<file path="src/rtl/spi_flash_arbiter_if.sv">
// Pin bundle shared by the flash arbiter and whoever drives it.
// slave  : the arbiter's view (core/pass-thru/flash inputs in, muxed pins out).
// master : the surrounding system's view, exactly mirrored.
interface spi_flash_arbiter_if;
    // Management-core flash controller pins
    logic       core_csb;
    logic       core_sck;
    logic       core_io0;
    logic       core_io1;
    // Housekeeping SPI pass-thru pins and handshake
    logic       pt_req;
    logic       pt_csb;
    logic       pt_sck;
    logic       pt_sdi;
    logic       pt_sdo;
    logic       pt_grant;
    logic       core_hold;
    // Physical flash pins
    logic       flash_csb;
    logic       flash_clk;
    logic       flash_io0;
    logic       flash_io1;
    // Observability
    logic [2:0] arb_state;

    modport slave (
        input  core_csb, core_sck, core_io0, pt_req, pt_csb, pt_sck, pt_sdi, flash_io1,
        output core_io1, pt_sdo, pt_grant, core_hold, flash_csb, flash_clk, flash_io0, arb_state
    );

    modport master (
        output core_csb, core_sck, core_io0, pt_req, pt_csb, pt_sck, pt_sdi, flash_io1,
        input  core_io1, pt_sdo, pt_grant, core_hold, flash_csb, flash_clk, flash_io0, arb_state
    );
endinterface

</file>
<file path="src/rtl/spi_flash_arbiter.sv">
// Hands the SPI flash between the management core and the housekeeping
// pass-thru port. Ownership changes go CORE -> DRAIN -> GUARD_IN -> PASS ->
// GUARD_OUT -> CORE, with flash_csb held high for GUARD_CYCLES on each side.
// Optional feature macro: SPI_ARB_TIMEOUT_EN -- when defined, DRAIN preempts a
// core that keeps core_csb low for DRAIN_TIMEOUT cycles.
module spi_flash_arbiter #(
    parameter int GUARD_CYCLES  = 4,
    parameter int DRAIN_TIMEOUT = 256
) (
    input  logic                  clk,
    input  logic                  reset,
    spi_flash_arbiter_if.slave    bus
);

    typedef enum logic [2:0] {
        ST_CORE      = 3'd0,
        ST_DRAIN     = 3'd1,
        ST_GUARD_IN  = 3'd2,
        ST_PASS      = 3'd3,
        ST_GUARD_OUT = 3'd4
    } state_t;

    localparam logic [7:0] GUARD_LOAD = 8'(GUARD_CYCLES - 1);

    state_t     state_q, state_d;
    logic [7:0] guard_cnt_q, guard_cnt_d;
    // Pin-mux selects are flops decoded from the next state so the muxes
    // never see decode glitches while the state register changes.
    logic       pass_sel_q, pass_sel_d;
    logic       force_q, force_d;
    logic       pt_grant_q, pt_grant_d;
    logic       core_hold_q, core_hold_d;
    logic       drain_expired;

`ifdef SPI_ARB_TIMEOUT_EN
    localparam logic [15:0] DRAIN_LAST = 16'(DRAIN_TIMEOUT - 1);

    logic [15:0] drain_cnt_q, drain_cnt_d;

    // Count cycles spent in DRAIN; held at zero everywhere else.
    always_comb begin
        drain_cnt_d = '0;
        if (state_q == ST_DRAIN) begin
            drain_cnt_d = drain_cnt_q + 16'd1;
        end
    end

    // DRAIN age register.
    always_ff @(posedge clk) begin
        if (reset) begin
            drain_cnt_q <= '0;
        end else begin
            drain_cnt_q <= drain_cnt_d;
        end
    end

    assign drain_expired = (state_q == ST_DRAIN) && (drain_cnt_q == DRAIN_LAST);
`else
    // Untimed build: DRAIN ends only on core_csb high or pt_req low. A limit
    // below one cycle would mean no wait at all, which is honoured here too.
    assign drain_expired = (DRAIN_TIMEOUT < 1);
`endif

    // State register plus guard counter and registered selects/outputs.
    always_ff @(posedge clk) begin
        if (reset) begin
            state_q     <= ST_CORE;
            guard_cnt_q <= '0;
            pass_sel_q  <= 1'b0;
            force_q     <= 1'b0;
            pt_grant_q  <= 1'b0;
            core_hold_q <= 1'b0;
        end else begin
            state_q     <= state_d;
            guard_cnt_q <= guard_cnt_d;
            pass_sel_q  <= pass_sel_d;
            force_q     <= force_d;
            pt_grant_q  <= pt_grant_d;
            core_hold_q <= core_hold_d;
        end
    end

    // Next-state and guard-counter logic.
    always_comb begin
        state_d     = state_q;
        guard_cnt_d = guard_cnt_q;
        case (state_q)
            ST_CORE: begin
                if (bus.pt_req) begin
                    state_d = ST_DRAIN;
                end
            end
            ST_DRAIN: begin
                if (!bus.pt_req) begin
                    state_d = ST_CORE;
                end else if (bus.core_csb || drain_expired) begin
                    state_d     = ST_GUARD_IN;
                    guard_cnt_d = GUARD_LOAD;
                end
            end
            ST_GUARD_IN: begin
                if (!bus.pt_req) begin
                    state_d     = ST_GUARD_OUT;
                    guard_cnt_d = GUARD_LOAD;
                end else if (guard_cnt_q == 8'd0) begin
                    state_d = ST_PASS;
                end else begin
                    guard_cnt_d = guard_cnt_q - 8'd1;
                end
            end
            ST_PASS: begin
                if (!bus.pt_req) begin
                    state_d     = ST_GUARD_OUT;
                    guard_cnt_d = GUARD_LOAD;
                end
            end
            ST_GUARD_OUT: begin
                if (guard_cnt_q == 8'd0) begin
                    state_d = ST_CORE;
                end else begin
                    guard_cnt_d = guard_cnt_q - 8'd1;
                end
            end
            default: begin
                state_d     = ST_CORE;
                guard_cnt_d = '0;
            end
        endcase
    end

    // Output decode from the next state, captured by the flops above.
    always_comb begin
        pass_sel_d  = (state_d == ST_PASS);
        force_d     = (state_d == ST_GUARD_IN) || (state_d == ST_GUARD_OUT);
        pt_grant_d  = (state_d == ST_PASS);
        core_hold_d = (state_d == ST_GUARD_IN) || (state_d == ST_PASS) ||
                      (state_d == ST_GUARD_OUT);
    end

    // Pin muxes: only data pins pass combinationally, selects are flops.
    assign bus.flash_csb = pass_sel_q ? bus.pt_csb : (force_q ? 1'b1 : bus.core_csb);
    assign bus.flash_clk = pass_sel_q ? bus.pt_sck : (force_q ? 1'b0 : bus.core_sck);
    assign bus.flash_io0 = pass_sel_q ? bus.pt_sdi : (force_q ? 1'b0 : bus.core_io0);
    assign bus.core_io1  = (!pass_sel_q && !force_q) ? bus.flash_io1 : 1'b0;
    assign bus.pt_sdo    = pass_sel_q ? bus.flash_io1 : 1'b0;
    assign bus.pt_grant  = pt_grant_q;
    assign bus.core_hold = core_hold_q;
    assign bus.arb_state = state_q;

endmodule

</file>
<file path="src/flat_wrapper.sv">
// flat-port wrapper written by rule: the top's interface ports become plain ports
module spi_flash_arbiter_flat 
#(
    parameter int GUARD_CYCLES  = 4,
    parameter int DRAIN_TIMEOUT = 256
)
  (clk, reset, bus_core_csb, bus_core_sck, bus_core_io0, bus_pt_req, bus_pt_csb, bus_pt_sck, bus_pt_sdi, bus_flash_io1, bus_core_io1, bus_pt_sdo, bus_pt_grant, bus_core_hold, bus_flash_csb, bus_flash_clk, bus_flash_io0, bus_arb_state);
  spi_flash_arbiter_if bus_i ();
  input  logic clk;
  input  logic reset;
  input wire logic [$bits(bus_i.core_csb)-1:0] bus_core_csb;
  input wire logic [$bits(bus_i.core_sck)-1:0] bus_core_sck;
  input wire logic [$bits(bus_i.core_io0)-1:0] bus_core_io0;
  input wire logic [$bits(bus_i.pt_req)-1:0] bus_pt_req;
  input wire logic [$bits(bus_i.pt_csb)-1:0] bus_pt_csb;
  input wire logic [$bits(bus_i.pt_sck)-1:0] bus_pt_sck;
  input wire logic [$bits(bus_i.pt_sdi)-1:0] bus_pt_sdi;
  input wire logic [$bits(bus_i.flash_io1)-1:0] bus_flash_io1;
  output wire logic [$bits(bus_i.core_io1)-1:0] bus_core_io1;
  output wire logic [$bits(bus_i.pt_sdo)-1:0] bus_pt_sdo;
  output wire logic [$bits(bus_i.pt_grant)-1:0] bus_pt_grant;
  output wire logic [$bits(bus_i.core_hold)-1:0] bus_core_hold;
  output wire logic [$bits(bus_i.flash_csb)-1:0] bus_flash_csb;
  output wire logic [$bits(bus_i.flash_clk)-1:0] bus_flash_clk;
  output wire logic [$bits(bus_i.flash_io0)-1:0] bus_flash_io0;
  output wire logic [$bits(bus_i.arb_state)-1:0] bus_arb_state;
  assign bus_i.core_csb = bus_core_csb;
  assign bus_i.core_sck = bus_core_sck;
  assign bus_i.core_io0 = bus_core_io0;
  assign bus_i.pt_req = bus_pt_req;
  assign bus_i.pt_csb = bus_pt_csb;
  assign bus_i.pt_sck = bus_pt_sck;
  assign bus_i.pt_sdi = bus_pt_sdi;
  assign bus_i.flash_io1 = bus_flash_io1;
  assign bus_core_io1 = bus_i.core_io1;
  assign bus_pt_sdo = bus_i.pt_sdo;
  assign bus_pt_grant = bus_i.pt_grant;
  assign bus_core_hold = bus_i.core_hold;
  assign bus_flash_csb = bus_i.flash_csb;
  assign bus_flash_clk = bus_i.flash_clk;
  assign bus_flash_io0 = bus_i.flash_io0;
  assign bus_arb_state = bus_i.arb_state;
  spi_flash_arbiter #(.GUARD_CYCLES(GUARD_CYCLES), .DRAIN_TIMEOUT(DRAIN_TIMEOUT)) u_core (.clk(clk), .reset(reset), .bus(bus_i));
endmodule
</file>
<file path="config.mk">
export PLATFORM = sky130hd
export DESIGN_NAME = spi_flash_arbiter_flat
export DESIGN_NICKNAME = d
export VERILOG_FILES = /design/src/rtl/spi_flash_arbiter_if.sv /design/src/rtl/spi_flash_arbiter.sv /design/src/flat_wrapper.sv
export SDC_FILE = /design/constraint.sdc
export NUM_CORES = 1
export LEC_CHECK = 0
export BUFFER_PORTS_ARGS = -buffer_cell sky130_fd_sc_hd__buf_2
export CAP_MARGIN = 20
export CORE_MARGIN = 3
export CORE_UTILIZATION = 40
export CTS_CLUSTER_DIAMETER = 50
export DETAILED_ROUTE_END_ITERATION = 16
export PLACE_DENSITY = 0.67
export SYNTH_ARGS = -nofsm -noshare
export SYNTH_HDL_FRONTEND = slang
export SYNTH_SLANG_ARGS = --single-unit
</file>
<file path="constraint.sdc">
create_clock -name clk -period 1.68 [get_ports clk]
set_input_delay 0.42 -clock clk [delete_from_list [all_inputs] [get_ports clk]]
set_output_delay 0.42 -clock clk [all_outputs]
set_load 0.02 [all_outputs]
</file>
==> reports/results.tsv <==
metric	value	unit
ant_nets	0	
post-route-min-period	1.55	ns
num_rows	15	
dr.pass1.iters	4	
cts_setup_buffers	0	
clkTransAtPathRegs	0.08	ns
fin_crit_sh	0.922	
start_util	0.443	
grt_max_degree	12	
grt_pass1_vias	750	
cp.arrival	1.75	ns
clockRootBuffer	clkbuf_4	
hold_class	in -> reg	
totalWireLength	1880	µm
hold_slack	0.472	ns
cts_sinks	14	
vias	797	
remaining_drc_errors	0	
nets	136	
core-area	1800	µm²
viasPerCell	5.42	
maxCapViolCount	0	
synthCells	95	
place_congestion	0.786	
avgSynthCellArea	8.40	µm²
worst_pin_slew	0.467	ns
initialDrtViolationCount	14	
wl_per_cell	12.8	µm
area_delta_synth_final	25.7	%
critPathKind	reg -> reg	
fmaxAchievable	0.645	GHz
grt_overflow	0	
async_flop_share	0	
worstPathRequired	1.88	ns
drive_gt1_frac	0.303	
critical_path.max_fanout	8	
ys.flop_type	dfxtp_1	
insertion_delay	0.28	ns
slew_viol_final	0	
register_area	282	µm²
cts_buffers	3	
htree_levels	1	
yosysUniqueCellTypes	38	
hpwl	1490	µm
synth_edf_count	0	
final_hold_viol_count	0	
pre_cts_ws	-0.0168	ns
grt_usage	0.163	
power_density	761	nW/µm²
syn_area	798	µm²
worst_ir_drop_vdd	0.460	mV
antenna_cells	0	
synth_fp_nets	107	
fill_cells	189	
rsz0062_at_grt	no	
start_kind	flip-flop	
status	finished clean	
dieArea	2570	µm²
relSlewSlack	0.687	
clockBufferDepth	2	
die_w	50.7	µm
synth-seq-area-share	0.351	
leakagePower	0.436	nW
ios	20	
synth_warnings	0	
setup_viol	0	
io_buffer_count	19	
grt_pass1_wl	3210	µm
multi_input_area	490	µm²
cts_tree	built	
fin_skew	0.00686	ns
utilization	0.557	
ys_ff_latch	14	
die_y	50.7	µm
fin_ws	0.130	ns
end_kind	flip-flop	
antenna_found_initial	0	
[metrics by stage]
step           std cells  cell area (µm²)  power, mW  TNS, ns
2_1_floorplan         95              800      0.497        0
3_3_place_gp         144              973      0.573        0
3_5_place_dp         144              973      0.578  -0.0437
4_1_cts              147              996      0.765        0
5_1_grt              147             1000      0.800        0
6_report             147             1000      0.764        0
[placed cells by master (no fill, tap or decap), drive strengths merged, types with 3 or more instances in the layout]
master / count
nor3: 4
clkbuf: 3
nor2: 12
o21ai: 4
nand3: 5
inv: 4
a21oi: 3
buf: 28
xor2: 3
nand2: 8
a211oi: 4
dfxtp: 14
[logic make-up (layout without fill, tap and decap cells)]
| family | after synthesis | in the layout | share of synthesized area |
|---|---|---|---|
| compound gates | 24 | 24 | 0.235 |
| buf+inv | 8 | 35 | 0.0439 |
| flops | 14 | 14 | 0.351 |
| fa+ha+maj | 2 | 2 | 0.0313 |
| simple gates | 43 | 43 | 0.295 |
| xor+xnor | 4 | 4 | 0.0439 |
[cell type report]
cell class | count | area share
Clock buffer | 3 | 0.0224
Inverter | 4 | 0.0150
Multi-Input combinational cell | 73 | 0.489
Sequential cell | 14 | 0.281
Tap cell | 25 | 0.0312
Timing Repair Buffer | 28 | 0.162
[critical path: stages, from the launching register on]
cell and delay (ns):
dfxtp_1 0.33, and4b_1 0.32, a211oi_4 0.09, or4_1 0.51, a211oi_2 0.22
[sequential cells by signal, summed over array words and instances (netlist names)]
register and count:
u_core.bus.arb_state 3, u_core.bus.core_hold 1, u_core.force_q 1, u_core.pass_sel_q 1, u_core.guard_cnt_q 8
[power by group]
part | leakage, nW | internal, mW | switching (mW) | total [mW]
logic | 0.308 | 0.0976 | 0.114 | 0.212
registers | 0.114 | 0.347 | 0.0146 | 0.362
clock network | 0.0138 | 0.0832 | 0.107 | 0.190
[cells in the mapped netlist (2+ instances only)]
cell | count | share of area
nand3_1 | 5 | 0.031
or4_1 | 2 | 0.019
nand4_1 | 2 | 0.016
clkbuf_1 | 2 | 0.0094
a211oi_2 | 3 | 0.047
and2_1 | 2 | 0.016
xor2_1 | 3 | 0.033
o21ai_0 | 3 | 0.019
a2bb2oi_1 | 2 | 0.022
dfxtp_1 | 14 | 0.35
a21oi_1 | 2 | 0.013
inv_1 | 4 | 0.019
nor2_1 | 12 | 0.056
nand2_1 | 8 | 0.038
a31oi_1 | 2 | 0.016
ha_1 | 2 | 0.031
a22o_1 | 2 | 0.022
o31ai_1 | 2 | 0.019
nor3_1 | 4 | 0.025
[worst paths after layout]
path	startpoint	end	slack, ns	cells after the start
min reg2reg	u_core.guard_cnt_q[7]$_SDFFE_PP0P_	u_core.guard_cnt_q[7]$_SDFFE_PP0P_	0.52	2
max	u_core.bus.arb_state[1]$_SDFF_PP0_	u_core.guard_cnt_q[7]$_SDFFE_PP0P_	0.13	4
max reg2reg	u_core.bus.arb_state[1]$_SDFF_PP0_	u_core.guard_cnt_q[7]$_SDFFE_PP0P_	0.13	4
min	reset	u_core.bus.arb_state[2]$_SDFF_PP0_	0.47	2
[what timing repair did]
action | in CTS | in global routing
endpoints found under the setup margin | 0 | 1
hold buffers | 0 | 0
hold endpoints to repair | 0 | 0
resized for setup | 0 | 1
[metal layers]
metal  routed length [µm]  track usage  share of wire  vias up
met4                    8       0.0897         0.0042        0
met3                   50       0.0267          0.027        2
li1                     -            -              -      405
met2                  985        0.267           0.52        9
met5                    0            0              0        -
met1                  840        0.202           0.45      381
(Power assumes the default switching activity.)
